<file path="src/rtl/io_port_pkg.sv">
// Shared widths and the output-queue entry layout for the I/O port unit.
package io_port_pkg;

    localparam int DATA_W         = 16;
    localparam int PORT_ADDR_W    = 4;
    localparam int NUM_PORTS      = 16;
    localparam int OUT_FIFO_DEPTH = 4;
    localparam int OUT_CNT_W      = $clog2(OUT_FIFO_DEPTH) + 1;

    // One queued OUT: port number in the upper bits, data below.
    typedef struct packed {
        logic [PORT_ADDR_W-1:0] port;
        logic [DATA_W-1:0]      data;
    } out_entry_t;

    localparam int OUT_ENTRY_W = $bits(out_entry_t);

endpackage

</file>
<file path="src/rtl/io_port_if.sv">
// CPU-side port bus plus external producer/consumer handshakes.
interface io_port_if
    import io_port_pkg::*;
#(
    parameter int DW        = io_port_pkg::DATA_W,
    parameter int AW        = io_port_pkg::PORT_ADDR_W,
    parameter int NPORTS    = io_port_pkg::NUM_PORTS,
    parameter int CNT_W     = io_port_pkg::OUT_CNT_W
);
    logic              port_write;
    logic              port_read;
    logic [AW-1:0]     port_addr;
    logic [DW-1:0]     port_wdata;
    logic [DW-1:0]     port_rdata;
    logic              port_stall;
    logic [NPORTS-1:0] in_fresh;
    logic              ext_out_valid;
    logic [AW-1:0]     ext_out_port;
    logic [DW-1:0]     ext_out_data;
    logic              ext_out_ready;
    logic              ext_in_valid;
    logic [AW-1:0]     ext_in_port;
    logic [DW-1:0]     ext_in_data;
    logic [CNT_W-1:0]  out_count;

    modport slave (
        input  port_write, port_read, port_addr, port_wdata,
        input  ext_out_ready, ext_in_valid, ext_in_port, ext_in_data,
        output port_rdata, port_stall, in_fresh,
        output ext_out_valid, ext_out_port, ext_out_data, out_count
    );

    modport master (
        output port_write, port_read, port_addr, port_wdata,
        output ext_out_ready, ext_in_valid, ext_in_port, ext_in_data,
        input  port_rdata, port_stall, in_fresh,
        input  ext_out_valid, ext_out_port, ext_out_data, out_count
    );

endinterface

</file>
<file path="src/rtl/port_out_fifo.sv">
// Small synchronous FIFO with async active-low reset; head reads as zero when empty.
module port_out_fifo
    import io_port_pkg::*;
#(
    parameter int WIDTH = io_port_pkg::OUT_ENTRY_W,
    parameter int DEPTH = io_port_pkg::OUT_FIFO_DEPTH,
    parameter int CNT_W = $clog2(DEPTH) + 1
) (
    input  logic             clk,
    input  logic             reset,
    input  logic             push,
    input  logic [WIDTH-1:0] push_data,
    input  logic             pop,
    output logic [WIDTH-1:0] head_data,
    output logic             full,
    output logic             empty,
    output logic [CNT_W-1:0] count
);
    localparam int PTR_W = $clog2(DEPTH);

    logic [WIDTH-1:0] mem [DEPTH];
    logic [PTR_W-1:0] wr_ptr;
    logic [PTR_W-1:0] rd_ptr;
    logic             do_push;
    logic             do_pop;

    assign full    = (count == CNT_W'(DEPTH));
    assign empty   = (count == '0);
    assign do_push = push & ~full;
    assign do_pop  = pop & ~empty;

    // Storage is not reset; the head is masked to zero while empty instead.
    always_ff @(posedge clk) begin
        if (do_push) mem[wr_ptr] <= push_data;
    end

    always_ff @(posedge clk or negedge reset) begin
        if (!reset) begin
            wr_ptr <= '0;
            rd_ptr <= '0;
            count  <= '0;
        end else begin
            if (do_push) wr_ptr <= wr_ptr + PTR_W'(1);
            if (do_pop)  rd_ptr <= rd_ptr + PTR_W'(1);
            case ({do_push, do_pop})
                2'b10:   count <= count + CNT_W'(1);
                2'b01:   count <= count - CNT_W'(1);
                default: count <= count;
            endcase
        end
    end

    assign head_data = empty ? '0 : mem[rd_ptr];

endmodule

</file>
<file path="src/rtl/io_port_unit.sv">
// Device-side responder for CPU IN/OUT: queued OUT path to an external
// consumer, and a 16-entry input register file filled by an external producer.
module io_port_unit #(
    parameter int DATA_W         = io_port_pkg::DATA_W,
    parameter int PORT_ADDR_W    = io_port_pkg::PORT_ADDR_W,
    parameter int OUT_FIFO_DEPTH = io_port_pkg::OUT_FIFO_DEPTH
) (
    input logic      clk,
    input logic      reset,
    io_port_if.slave bus
);
    import io_port_pkg::*;

    localparam int NPORTS  = 2 ** PORT_ADDR_W;
    localparam int ENTRY_W = PORT_ADDR_W + DATA_W;
    localparam int CNT_W   = $clog2(OUT_FIFO_DEPTH) + 1;

    logic               fifo_full;
    logic               fifo_empty;
    logic [ENTRY_W-1:0] fifo_head;
    logic [CNT_W-1:0]   fifo_count;

    logic [DATA_W-1:0]  in_reg [NPORTS];
    logic [NPORTS-1:0]  fresh;

    // OUT path: the FIFO gates push with full and pop with empty itself.
    port_out_fifo #(
        .WIDTH (ENTRY_W),
        .DEPTH (OUT_FIFO_DEPTH),
        .CNT_W (CNT_W)
    ) u_out_fifo (
        .clk       (clk),
        .reset     (reset),
        .push      (bus.port_write),
        .push_data ({bus.port_addr, bus.port_wdata}),
        .pop       (bus.ext_out_ready),
        .head_data (fifo_head),
        .full      (fifo_full),
        .empty     (fifo_empty),
        .count     (fifo_count)
    );

    assign bus.port_stall    = bus.port_write & fifo_full;
    assign bus.ext_out_valid = ~fifo_empty;
    assign bus.ext_out_port  = fifo_head[ENTRY_W-1:DATA_W];
    assign bus.ext_out_data  = fifo_head[DATA_W-1:0];
    assign bus.out_count     = fifo_count;

    // IN path: the external write is ordered after the read-clear so it wins.
    always_ff @(posedge clk or negedge reset) begin
        if (!reset) begin
            for (int i = 0; i < NPORTS; i++) in_reg[i] <= '0;
            fresh <= '0;
        end else begin
            if (bus.port_read) fresh[bus.port_addr] <= 1'b0;
            if (bus.ext_in_valid) begin
                in_reg[bus.ext_in_port] <= bus.ext_in_data;
                fresh[bus.ext_in_port]  <= 1'b1;
            end
        end
    end

    assign bus.port_rdata = bus.port_read ? in_reg[bus.port_addr] : '0;
    assign bus.in_fresh   = fresh;

endmodule

</file>
<file path="src/flat_wrapper.sv">
// flat-port wrapper written by rule: the top's interface ports become plain ports
module io_port_unit_flat import io_port_pkg::*;
#(
    parameter int DATA_W         = io_port_pkg::DATA_W,
    parameter int PORT_ADDR_W    = io_port_pkg::PORT_ADDR_W,
    parameter int OUT_FIFO_DEPTH = io_port_pkg::OUT_FIFO_DEPTH
)
  (clk, reset, bus_port_write, bus_port_read, bus_port_addr, bus_port_wdata, bus_ext_out_ready, bus_ext_in_valid, bus_ext_in_port, bus_ext_in_data, bus_port_rdata, bus_port_stall, bus_in_fresh, bus_ext_out_valid, bus_ext_out_port, bus_ext_out_data, bus_out_count);
  io_port_if #(.DW(DATA_W), .AW(PORT_ADDR_W), .NPORTS(NUM_PORTS), .CNT_W(OUT_CNT_W)) bus_i ();
  input logic clk;
  input logic reset;
  input wire logic [$bits(bus_i.port_write)-1:0] bus_port_write;
  input wire logic [$bits(bus_i.port_read)-1:0] bus_port_read;
  input wire logic [$bits(bus_i.port_addr)-1:0] bus_port_addr;
  input wire logic [$bits(bus_i.port_wdata)-1:0] bus_port_wdata;
  input wire logic [$bits(bus_i.ext_out_ready)-1:0] bus_ext_out_ready;
  input wire logic [$bits(bus_i.ext_in_valid)-1:0] bus_ext_in_valid;
  input wire logic [$bits(bus_i.ext_in_port)-1:0] bus_ext_in_port;
  input wire logic [$bits(bus_i.ext_in_data)-1:0] bus_ext_in_data;
  output wire logic [$bits(bus_i.port_rdata)-1:0] bus_port_rdata;
  output wire logic [$bits(bus_i.port_stall)-1:0] bus_port_stall;
  output wire logic [$bits(bus_i.in_fresh)-1:0] bus_in_fresh;
  output wire logic [$bits(bus_i.ext_out_valid)-1:0] bus_ext_out_valid;
  output wire logic [$bits(bus_i.ext_out_port)-1:0] bus_ext_out_port;
  output wire logic [$bits(bus_i.ext_out_data)-1:0] bus_ext_out_data;
  output wire logic [$bits(bus_i.out_count)-1:0] bus_out_count;
  assign bus_i.port_write = bus_port_write;
  assign bus_i.port_read = bus_port_read;
  assign bus_i.port_addr = bus_port_addr;
  assign bus_i.port_wdata = bus_port_wdata;
  assign bus_i.ext_out_ready = bus_ext_out_ready;
  assign bus_i.ext_in_valid = bus_ext_in_valid;
  assign bus_i.ext_in_port = bus_ext_in_port;
  assign bus_i.ext_in_data = bus_ext_in_data;
  assign bus_port_rdata = bus_i.port_rdata;
  assign bus_port_stall = bus_i.port_stall;
  assign bus_in_fresh = bus_i.in_fresh;
  assign bus_ext_out_valid = bus_i.ext_out_valid;
  assign bus_ext_out_port = bus_i.ext_out_port;
  assign bus_ext_out_data = bus_i.ext_out_data;
  assign bus_out_count = bus_i.out_count;
  io_port_unit #(.DATA_W(DATA_W), .PORT_ADDR_W(PORT_ADDR_W), .OUT_FIFO_DEPTH(OUT_FIFO_DEPTH)) u_core (.clk(clk), .reset(reset), .bus(bus_i));
endmodule
</file>
<file path="config.mk">
export PLATFORM = sky130hd
export DESIGN_NAME = io_port_unit_flat
export DESIGN_NICKNAME = d
export VERILOG_FILES = /design/src/rtl/io_port_pkg.sv /design/src/rtl/io_port_if.sv /design/src/rtl/port_out_fifo.sv /design/src/rtl/io_port_unit.sv /design/src/flat_wrapper.sv
export SDC_FILE = /design/constraint.sdc
export NUM_CORES = 1
export LEC_CHECK = 0
export BUFFER_PORTS_ARGS = -buffer_cell sky130_fd_sc_hd__buf_4
export CAP_MARGIN = 20
export CORE_ASPECT_RATIO = 0.8
export CORE_MARGIN = 3
export CORE_UTILIZATION = 45
export DETAILED_ROUTE_END_ITERATION = 7
export PLACE_DENSITY_LB_ADDON = 0.12
export SYNTH_ARGS = -nofsm -noshare
export SYNTH_HDL_FRONTEND = slang
export SYNTH_SLANG_ARGS = --single-unit
</file>
<file path="constraint.sdc">
create_clock -name clk -period 3.2 [get_ports clk]
set_clock_uncertainty 0.15 [all_clocks]
set_input_delay 0.16 -clock clk [delete_from_list [all_inputs] [get_ports clk]]
set_output_delay 0.16 -clock clk [all_outputs]
set_load 0.03 [all_outputs]
</file>
# Word level (Yosys, flattened, before mapping)
# Memories as Yosys holds them, arrays and structs flattened.
# Cells that the tools add are included.
# totals
n_memories,1
register_bits,279
mem_bits_rw,80
wordCells,67
# classes
n_mux,17
n_reduce_logical,5
order_cmp,7
bitwise_logic,10
eq_ne,3
add_sub_neg,4
# memory_table
name,depth,word_bits,read_ports,rd_clocked_by_memory_dff,write_ports,line,rtl
u_core.u_out_fifo.mem,4,20,1,0,1,port_out_fifo.sv:21,logic [WIDTH-1:0] mem [DEPTH];
# op_table
op,n
256-bit bitwise mux,1
16-bit two-way mux,6
16-bit binary-select mux with 4-bit select,1
16-bit demux with 4-bit select,1
20-bit two-way mux,1
16-bit AND,1
16-bit NOT,1
16-bit OR,1
"5-bit greater-or-equal comparator, second input constant",2
"4-bit by 5-bit less-than comparator with 1-bit output, second input constant",2
4-bit NOT with 5-bit output,2
1-bit demux with 4-bit select,2
"4-bit by 1-bit greater-or-equal comparator with 1-bit output, second input constant",2
3-bit case mux with 2 select lines,1
"5-bit by 1-bit less-than comparator with 1-bit output, second input constant",1
"2-bit by 1-bit adder with 2-bit output, second input constant",2
1-bit two-way mux,4
"3-bit by 1-bit adder with 3-bit output, second input constant",1
1-bit AND,3
"3-bit == test, second input constant",1
1-bit logical AND,3
3-bit zero test,1
"3-bit by 1-bit subtractor with 3-bit output, second input constant",1
"2-bit by 1-bit == test with 1-bit output, second input constant",1
other kinds (3),4

# Logic depth before layout (Yosys ltp)
# Gate-level depths: netlist of run 1.
# logic_depth
depth_word,9
depth_mapped,9
ltp_nobuf,9

# Hierarchy
# A second synthesis of run 1 with hierarchy kept.
# unflattened
cells_unflattened,993
hier_area_um2,16021.6
# by_module_without_submodules
mod,area_each_um2,cells_each,seq_area_each_um2,instances
io_port_unit,12488.2,829,6806.5,1
port_out_fifo,3533.4,164,2577.5,1

# Worst setup path after synthesis of run 1
# OpenSTA, ideal clock, no wires.
# synth_timing
kind,register to register
startpoint,reg u_core.u_out_fifo.count[0]
endpoint,reg u_core.u_out_fifo.count[2]
path_slack_ns,1.031
path_stages_with_launch,9
arrival_time_ns,1.882
required_ns,2.913
setup_time_ns,0.137
cell_sequence,dfrtp_1 -> or3_1 -> and2_1 -> ha_1 -> inv_1 -> fa_1 -> xor2_1 -> nor2_1 -> xor2_1
# synth_between
elab_chain_len,5
# synth_rtl
element,line,rtl
from (decl),port_out_fifo.sv:17,output logic [CNT_W-1:0] count
from (signal assigned),port_out_fifo.sv:46,2'b10: count <= count + CNT_W'(1);
from (signal assigned),port_out_fifo.sv:47,2'b01: count <= count - CNT_W'(1);
from (signal assigned),port_out_fifo.sv:48,default: count <= count;
3-bit zero test *,port_out_fifo.sv:28,assign empty = (count == '0);
1-bit NOT *,port_out_fifo.sv:30,assign do_pop = pop & ~empty;
1-bit AND *,port_out_fifo.sv:30,
net u_core.u_out_fifo.do_pop,port_out_fifo.sv:25,logic do_pop;
2-bit by 1-bit == test with 1-bit output or 2-bit == test (tied branches),port_out_fifo.sv:45,"case ({do_push, do_pop})"
3-bit case mux with 2 select lines or 2-bit nonzero test (tied branches),-,
# The timed path passes the listed nets; every way through them passes the cells marked *.
# A chain may end at the register's enable or synchronous reset.

# Final worst setup path of run 1
# layout_timing
startpoint,in bus_port_addr[1]
endpoint,out bus_port_rdata[4]
# layout_between
elab_chain_len,5
# layout_rtl
element,line,rtl
from (decl),flat_wrapper.sv:14,input wire logic [$bits(bus_i.port_addr)-1:0] bus_port_addr;
4-bit NOT with 5-bit output (implied by the code),io_port_unit.sv:63,assign bus.port_rdata = bus.port_read ? in_reg[bus.port_addr] : '0;
16-bit binary-select mux with 4-bit select,io_port_unit.sv:63,
16-bit two-way mux (implied by the code) (2 in series),io_port_unit.sv:63,
16-bit two-way mux,io_port_unit.sv:63,
to (decl),flat_wrapper.sv:20,output wire logic [$bits(bus_i.port_rdata)-1:0] bus_port_rdata;
# No other way between the ends. The select of a mux whose other input is x is not followed.

==> flow_summary.yaml, run 1 <==
cells_and_area:
  postLayoutCoreUtil: 0.551
  layout.cells.most_common_list: "mux2_2 (289), dfrtp_1 (279), buf_4 (127)"
  antennaDiodeCount: 0
  nFillCells: 2771
  drive_gt1_frac: 0.475
  area_growth_pct: 19.0
  layout_commonest_cell: "mux2_2"
  layout.cells.non_filler: 1631
  final_area_um2: 18800
  finalNetCount: 1188
  largest_reg_flops: 256
die:
  num_rows: 60
  fp.dieW_um: 216
  io_pins: 103
  start_util: 0.463
  dieArea_um2: 37400
  core_um2: 34200
  die_h_um: 174
setup_path:
  crit_top_cell: "buf_4"
  slowest_stage: "nand2_1"
  path_class: "in2out"
  r2r_start: "u_core.u_out_fifo.count[0]"
  rr_worst_depth: 9
  regToRegEndpoint: "u_core.u_out_fifo.count[2]"
  cp-end-kind: "primary output"
  slowest_delay_ns: 0.71
  crit_chain: "dlygate4sd3_1 > buf_4 > nand2_1 > o22ai_1 > o31ai_1 > buf_4"
  cp-start-kind: "input pin"
  critical_path_required_ns: 2.89
  rrSetupSlack_ns: 1.08
  arrival_ns: 2.66
  crit_fanout: 24
synthesis:
  synth.cell_area_um2: 15800
  async_flop_share: 0.777
  synth_compound_area_frac: 0.0388
  avgSynthCellArea_um2: 16.0
  synth.area.mux_share: 0.301
  synthesis.nets: 1041
  synth_xor_area_frac: 0.00332
  synthAdderAreaFrac: 0.00522
  synth_top_family_by_area: "multiplexers"
  synthSimpleGateAreaFrac: 0.0313
  synthCells: 989
  ys_types: 40
  yosys_warnings: 0
  ys_seq_area_frac: 0.594
  yosys_register_bits: 359
  synthFlopType: "dfrtp_1"
  synth_edf_count: 80
clock_tree:
  cts_made_buffers: 38
  cts.path.max_buffers: 3
  clock_latency_ns: 0.52
  cts_tree: "yes"
  cts_hold_buf: 42
  htreeDepth: 2
  clock_sinks: 359
  clk_pin_slew_ns: 0.06
  postCtsSetupBuffers: 0
  cts_root_buffer: "clkbuf_16"
  cts_resized: 0
worst_hold_path:
  hp-class: "in2reg"
  whs_endpoint: "u_core.u_out_fifo.mem[0][16]"
  min_path_cells: 1
  min_from: "bus_port_addr[0]"
sta:
  rsz0062_at_grt: "no"
  fin_crit_ns: 2.97
  finalHoldViolCount: 1
  maxSlewViolCount: 0
  fin_setup_tns_ns: 0
  whs_ns: -0.00538
  tightestPinTransition_ns: 1.09
  setup_viol: 0
  fmaxAchievable_mhz: 336
  finalCritPeriodShare: 0.929
  slew-limit-headroom: 0.271
outcome:
  status: "finished, violations left"
  violations: "hold timing"
place:
  routabilityCongestion: 0.776
  dp_hpwl_um: 24600
  io_buffers: 102
  placed_cells_incl_taps: 1519
  place_area_um2: 17100
detailed_routing:
  drt-pass1-iter-count: 5
  first_iter_violations: 575
  ant_nets: 0
  num_vias: 9082
  wire_per_inst_um: 24.0
  totalWireLength_um: 39200
  drc: 0
  routed_via_density: 5.57
global_routing:
  grt_max_degree: 88
  track_usage: 0.213
  grt.overflow.total: 0
  grt_pass1_vias: 9638
  antenna_found_initial: 0
  grt_pass1_wl_um: 61000
pwr:
  p_leak_uw: 0.00788
  power_density_nw_per_um2: 768
  ir_drop_v: 0.000410
flow_run:
  cap_violations: 0
metal layers:
metal	wire length, um	vias to the layer above	GRT usage
met5	0	-	0
met1	19500	4816	0.327
met2	17400	184	0.319
met4	836	0	0.0551
met3	1440	54	0.0308
li1	-	4028	-
cell type report:
cell class	instances	area (um2)	area share
inverters	6	22.5	0.00120
repair buffers	179	1560	0.0829
clock inverters	9	95.1	0.00505
clock buffers	61	1170	0.0622
well taps	465	582	0.0309
multi-input cells	552	6000	0.319
flip-flops and latches	359	9380	0.499
Yosys cell counts (3+ instances only):
master	instances	area, um2
nand2b_1	10	62.6
buf_6	5	56.3
xor2_1	3	26.3
mux2i_1	33	330
mux2_2	289	3250
dfrtp_1	279	6980
nand2_1	9	33.8
ha_1	5	62.6
o21ai_0	25	125
inv_1	6	22.5
and2_1	25	156
xnor2_1	3	26.3
a22oi_1	16	120
buf_1	3	11.3
nand3b_2	4	45.0
mux4_2	52	1170
nor2_2	7	43.8
o22ai_1	16	100
buf_2	18	90.1
edfxtp_1	80	2400
nor2_1	4	15.0
o31ai_1	16	120
clkbuf_1	31	116
buf_4	13	97.6
a22o_1	16	140
worst max-delay path by stage:
| stage | startpoint | end | slack (ns) |
|---|---|---|---|
| after floorplan | u_core.u_out_fifo.count[0] | u_core.u_out_fifo.count[2] | 1.03 |
| after global placement | bus_port_addr[0] | bus_port_rdata[6] | 0.74 |
| after detailed placement | bus_port_addr[0] | bus_port_rdata[6] | 0.70 |
| after CTS | bus_port_addr[1] | bus_port_rdata[13] | 0.22 |
| after global routing | bus_port_addr[1] | bus_port_rdata[7] | 0.18 |
| final | bus_port_addr[1] | bus_port_rdata[4] | 0.23 |
cells by family after synthesis:
kind of cell | after synthesis
simple gates | 76
mux | 374
flops | 359
xor+xnor | 6
compound gates | 90
fa+ha+maj | 6
buf+inv | 78
worst max-delay path, delay by kind of cell:
kind                   cells  cell delay, ns
buffers and inverters      3            1.08
AND/OR/NAND/NOR            1            0.71
AO/OA/AOI/OAI              2            0.68
where the power goes:
group | switching (uW) | total (uW) | internal, uW
combinational | 1840 | 3730 | 1890
sequential | 520 | 6280 | 5760
clock | 1770 | 4440 | 2670
total | 4140 | 14500 | 10300
through the flow:
step                power [uW]  worst slack [ns]
finish                   14500             0.227
global route             15200             0.176
CTS                      14600             0.221
detailed placement       10100             0.701
global placement         10000             0.736
floorplan                 8790              1.03
Power figures use the tool's default switching activity.
==> inputs of run 2 (changes only) <==
--- a/config.mk
+++ b/config.mk
@@ -10,8 +10,10 @@
 export CORE_ASPECT_RATIO = 0.8
 export CORE_MARGIN = 3
 export CORE_UTILIZATION = 45
+export CTS_CLUSTER_DIAMETER = 120
 export DETAILED_ROUTE_END_ITERATION = 7
 export PLACE_DENSITY_LB_ADDON = 0.12
 export SYNTH_ARGS = -nofsm -noshare
 export SYNTH_HDL_FRONTEND = slang
+export SYNTH_HIERARCHICAL = 1
 export SYNTH_SLANG_ARGS = --single-unit
==> run 2 against run 1 <==
The run now ends clean. Power rose by 2.3%. Combinational power grew 5%. Sequential power hardly changed. Critical endpoint is now bus_port_rdata[1].
==> flow_summary.yaml, run 2 <==
detailed_routing:
  drt-pass1-iter-count: 4
  totalWireLength_um: 39300
  ant_nets: 0
  first_iter_violations: 484
  wire_per_inst_um: 23.8
  routed_via_density: 5.49
  num_vias: 9053
  drc: 0
sta:
  fmaxAchievable_mhz: 373
  fin_setup_tns_ns: 0
  finalCritPeriodShare: 0.837
  tightestPinTransition_ns: 0.954
  maxSlewViolCount: 0
  fin_crit_ns: 2.68
  setup_viol: 0
  setup_slack_ns: 0.521
  finalHoldViolCount: 0
  slew-limit-headroom: 0.364
  rsz0062_at_grt: "no"
die:
  num_rows: 61
  die_h_um: 175
  start_util: 0.458
  dieArea_um2: 37900
  fp.dieW_um: 217
  io_pins: 103
  core_um2: 35000
setup_path:
  path_depth: 7
  critical_path_required_ns: 2.89
  slowest_delay_ns: 0.65
  slowest_stage: "and3_1"
  rr_worst_depth: 8
  cp-end-kind: "primary output"
  crit_top_cell: "buf_4"
  crit_chain: "dlygate4sd3_1 > buf_4 > and3_1 > buf_4 > a22oi_1 > o31ai_1 > buf_4"
  worst-path-buf-inv: 4
  path_class: "in2out"
  crit_fanout: 14
  arrival_ns: 2.37
  cp-start-kind: "input pin"
  crit_family: "buffers and inverters"
outcome:
  status: "complete, no violations"
synthesis:
  synthesis.nets: 1045
  synth_edf_count: 80
  yosys-top-cells-area: "dfrtp_1 (44%), mux2_2 (19%), edfxtp_1 (15%)"
  yosys_warnings: 6
  synthFlopType: "dfrtp_1"
  yosys_register_bits: 359
  post-synth-top-count-cell: "dfrtp_1"
  synth_area_leader_cell: "dfrtp_1"
  avgSynthCellArea_um2: 16.1
  synthCells: 993
  async_flop_share: 0.777
  synth.cell_area_um2: 16000
  synth_top_area_share: 0.436
  synthTopCellsByCount: "dfrtp_1 (279), mux2_2 (267), edfxtp_1 (80)"
  ys_types: 45
  ys_seq_area_frac: 0.586
clock_tree:
  cts_made_buffers: 38
  postCtsSetupBuffers: 0
  clock_latency_ns: 0.52
  clock_sinks: 359
  cts.path.max_buffers: 3
  clk_pin_slew_ns: 0.06
  cts_root_buffer: "clkbuf_16"
  htreeDepth: 2
  cts_tree: "yes"
pwr:
  switching_share: 0.284
  pwr-share-comb: 0.265
  netSwitchingPower_uw: 4190
  p_seq_frac: 0.423
  clock_power_share: 0.312
  intPower_uw: 10600
  p_leak_uw: 0.00813
  ir_drop_v: 0.000651
  power_density_nw_per_um2: 774
place:
  dp_hpwl_um: 24400
  placed_cells_incl_taps: 1541
  routabilityCongestion: 0.752
  place_area_um2: 17400
  pre_cts_slack_ns: 0.683
  io_buffers: 102
cells_and_area:
  layout_commonest_cell: "dfrtp_1"
  drive_gt1_frac: 0.488
  layout.cells.most_common_list: "dfrtp_1 (279), mux2_2 (267), buf_4 (144)"
  finalNetCount: 1204
  layout.cells.non_filler: 1650
  postLayoutCoreUtil: 0.547
  final_area_um2: 19100
  nFillCells: 2906
  area_growth_pct: 19.3
  largest_reg_flops: 256
  antennaDiodeCount: 0
global_routing:
  grt_pass1_wl_um: 60600
  grt.overflow.total: 0
  track_usage: 0.210
  antenna_found_initial: 1
  grt_max_degree: 96
  grt_pass1_vias: 9463
worst_hold_path:
  hp-class: "in2reg"
  min_path_cells: 1
flow_run:
  cap_violations: 0
run 2: changes by cell type after synthesis, sizes merged, moves of 2 or more:
| cell | previous run | this run |
|---|---|---|
| clkbuf | 31 | 20 |
| and2 | 25 | 5 |
| nor2b | 2 | 24 |
| dlygate4sd1 | 0 | 9 |
| nand3b | 6 | 4 |
| buf | 41 | 45 |
run 2: layout make-up:
type                       instances  area, um2  share of cell area
timing repair buffer             193       1630              0.0851
clock inverter                    14        200              0.0105
multi-input combinational        553       6170               0.323
inverter                           7       26.3             0.00137
clock buffer                      52       1120              0.0585
sequential                       359       9380               0.491
tap                              472        591              0.0309
run 2: worst register-to-register path, stage by stage (launching register included):
cell and delay [ns]:
dfrtp_1 0.50, nor3_4 0.08, nor2b_1 0.30, ha_1 0.25, inv_1 0.06, fa_1 0.37, xor2_1 0.15, nor2_1 0.14
xor2_1 0.15
run 2: worst paths after layout:
kind | startpoint | endpoint | slack (ns)
worst min register to register | u_core/in_reg[231] | u_core/in_reg[231] | 0.34
max in group asynchronous | reset | u_core/in_reg[70] | 1.83
worst min-delay path | bus_port_addr[0] | u_core/u_out_fifo/mem[1][16] | 0.03
worst max register to register | u_core/u_out_fifo/count[0] | u_core/u_out_fifo/count[2] | 0.98
min in group asynchronous | reset | u_core/in_reg[124] | 0.08
worst max-delay path | bus_port_addr[3] | bus_port_rdata[1] | 0.52
run 2: stage by stage:
stage	hold WS [ns]	power [uW]
final	0.0270	14800
after floorplan	-0.286	8980
after detailed placement	0.0999	10300
after global placement	0.103	10200
after CTS	0.00159	15000
after global routing	0.0402	15500
run 2: timing repair:
item / 4_1_cts / 5_1_grt
gates resized for setup: 0 / 0
endpoints found under the hold margin: 435 / 0
hold buffers: 43 / 0
run 2: logic make-up (layout without fill, tap and decap cells):
kind of cell	count (synthesis)	in the layout	share of synthesized area
compound gates	89	89	0.0378
fa+ha+maj	6	6	0.00515
buf+inv	81	266	0.0301
mux	374	374	0.302
simple gates	78	78	0.0365
xor+xnor	6	6	0.00328
flops	359	359	0.586
run 2: routing by layer:
metal	wire length, um	global-route usage
met1	19100	0.315
met2	18300	0.331
met3	1500	0.0323
met4	399	0.0345
met5	13	0
run 2: power groups by stage:
stage	registers, uW	logic (uW)	clock network, uW
final	6250	3920	4610
after global routing	6370	4200	4940
after CTS	6250	3970	4730
after detailed placement	6330	3920	0
after global placement	6320	3860	0
after floorplan	6290	2690	0
==> inputs of run 3 (changes only) <==
==> constraint.sdc (replaced) <==
create_clock -name clk -period 2.65 [get_ports clk]
set_clock_uncertainty 0.15 [all_clocks]
set_input_delay 0.1325 -clock clk [delete_from_list [all_inputs] [get_ports clk]]
set_output_delay 0.1325 -clock clk [all_outputs]
set_load 0.03 [all_outputs]
==> run 3 against run 2 <==
Worst setup slack worse by 0.29 ns. Worst hold slack better by 0.077 ns. Sequential share of layout area decreased by 0.27 points. Count of clock-buffer cells in the layout rose by 5. Combinational power grew 23%. First-iteration DRC count is 25% higher. Non-clock buffer count grew 5. Die area unchanged.
==> flow_summary.yaml, run 3 (synthesis gave the netlist of run 2 again) <==
cells_and_area:
  multi_input_area_um2: 6160
  antennaDiodeCount: 0
  layout.cells.most_common_list: "dfrtp_1 (279), mux2_2 (267), buf_4 (139)"
  drive_gt1_frac: 0.484
  largest_reg_flops: 256
  layout.cells.non_filler: 1659
  final_area_um2: 19200
  finalNetCount: 1209
  area_growth_pct: 19.9
  regArea_um2: 9380
  layout_commonest_cell: "dfrtp_1"
  nFillCells: 2920
global_routing:
  grt_max_degree: 67
  antenna_found_initial: 0
  grt_pass1_wl_um: 61500
  track_usage: 0.212
  grt_pass1_vias: 9461
  grt.overflow.total: 0
setup_path:
  r2r_start: "u_core/u_out_fifo/count[0]"
  slowest_stage: "mux4_1"
  crit_chain: "buf_4 > mux4_1 > nor2b_1 > buf_4"
  critical_path_required_ns: 2.37
  path_class: "reg2out"
  rrSetupSlack_ns: 0.46
  slowest_delay_ns: 0.58
  regToRegEndpoint: "u_core/u_out_fifo/count[2]"
  crit_fanout: 16
  rr_worst_depth: 8
  arrival_ns: 2.13
  cp-end-kind: "primary output"
  crit_top_cell: "buf_4"
  cp-start-kind: "flop"
sta:
  finalHoldViolCount: 0
  tightestPinTransition_ns: 0.990
  slew-limit-headroom: 0.340
  setup_viol: 0
  rsz0062_at_grt: "no"
  fin_setup_tns_ns: 0
  maxSlewViolCount: 0
  finalCritPeriodShare: 0.911
  fin_crit_ns: 2.41
  whs_ns: 0.104
  fmaxAchievable_mhz: 414
place:
  place_area_um2: 17500
  dp_hpwl_um: 25300
  placed_cells_incl_taps: 1543
  routabilityCongestion: 0.749
  io_buffers: 102
detailed_routing:
  drc: 0
  wire_per_inst_um: 23.9
  totalWireLength_um: 39600
  num_vias: 9099
  routed_via_density: 5.48
  ant_nets: 0
  first_iter_violations: 605
  drt-pass1-iter-count: 6
outcome:
  status: "complete, no violations"
clock_tree:
  cts.path.max_buffers: 3
  cts_made_buffers: 38
  cts_root_buffer: "clkbuf_16"
  clock_latency_ns: 0.53
  cts_tree: "yes"
  clock_sinks: 359
  htreeDepth: 2
  postCtsSetupBuffers: 0
  clk_pin_slew_ns: 0.06
flow_run:
  cap_violations: 0
die:
  core_um2: 35000
  start_util: 0.458
  io_pins: 103
  die_h_um: 175
  dieArea_um2: 37900
  fp.dieW_um: 217
  num_rows: 61
pwr:
  power_density_nw_per_um2: 925
  finalPower_uw: 17800
  p_leak_uw: 0.00816
  ir_drop_v: 0.000726
worst_hold_path:
  hp-class: "in2async"
[run 3: cell types whose count changed in the layout (fill, tap and decap cells not counted)]
cell           previous run  this run
nand2b_1                  9        10
bufinv_16                 5         3
clkinv_1                  1         3
clkbuf_1                  6        11
buf_12                    5        12
inv_6                     1         0
nand2b_2                  1         0
dlygate4sd3_1            43        45
buf_16                    0         1
buf_4                   144       139
[run 3: worst max path at each step]
stage	start	to	cells past startpoint	slack (ns)
global route	u_core/u_out_fifo/rd_ptr[0]	bus_ext_out_data[15]	4	0.11
CTS	u_core/u_out_fifo/rd_ptr[0]	bus_ext_out_data[15]	4	0.18
global placement	bus_port_addr[0]	bus_port_rdata[10]	6	0.36
detailed placement	bus_port_addr[0]	bus_port_rdata[8]	6	0.34
finish	u_core/u_out_fifo/rd_ptr[0]	bus_ext_out_data[15]	4	0.24
floorplan	u_core/u_out_fifo/count[2]	u_core/u_out_fifo/count[2]	9	0.52
[run 3: where the power goes]
| part | total, uW | switching [uW] | internal, uW |
|---|---|---|---|
| logic | 4820 | 2400 | 2420 |
| clock network | 5410 | 2150 | 3260 |
| registers | 7540 | 590 | 6950 |
| total | 17800 | 5140 | 12600 |
[run 3: worst max-delay path, delay by kind of cell, from the launching register on]
kind | cells | cell delay, ns
mux | 1 | 0.58
buf+inv | 2 | 0.51
flops | 1 | 0.34
simple gates | 1 | 0.16
[run 3: through the flow]
step,utilization,setup slack [ns]
floorplan,-,0.518
global placement,0.500,0.357
detailed placement,0.500,0.336
CTS,0.550,0.182
global route,0.550,0.108
finish,0.550,0.236
[run 3: per-layer routing]
metal	up-vias	routed length (um)	track usage
met4	0	522	0.0451
met3	40	1750	0.0355
met1	4831	19500	0.324
met5	-	0	0
li1	4047	-	-
met2	181	17800	0.323
[run 3: what timing repair did]
item / CTS / global route
endpoints found under the setup margin: 0 / 0
hold buffers: 46 / 0
gates resized for setup: 0 / 0
endpoints found under the hold margin: 627 / 0
[run 3: area by class of cell]
cell class | instances | area share
inverters | 7 | 0.00137
flip-flops and latches | 359 | 0.488
clock buffers | 57 | 0.0591
multi-input cells | 553 | 0.321
well taps | 472 | 0.0307
repair buffers | 198 | 0.0925
clock inverters | 13 | 0.00723
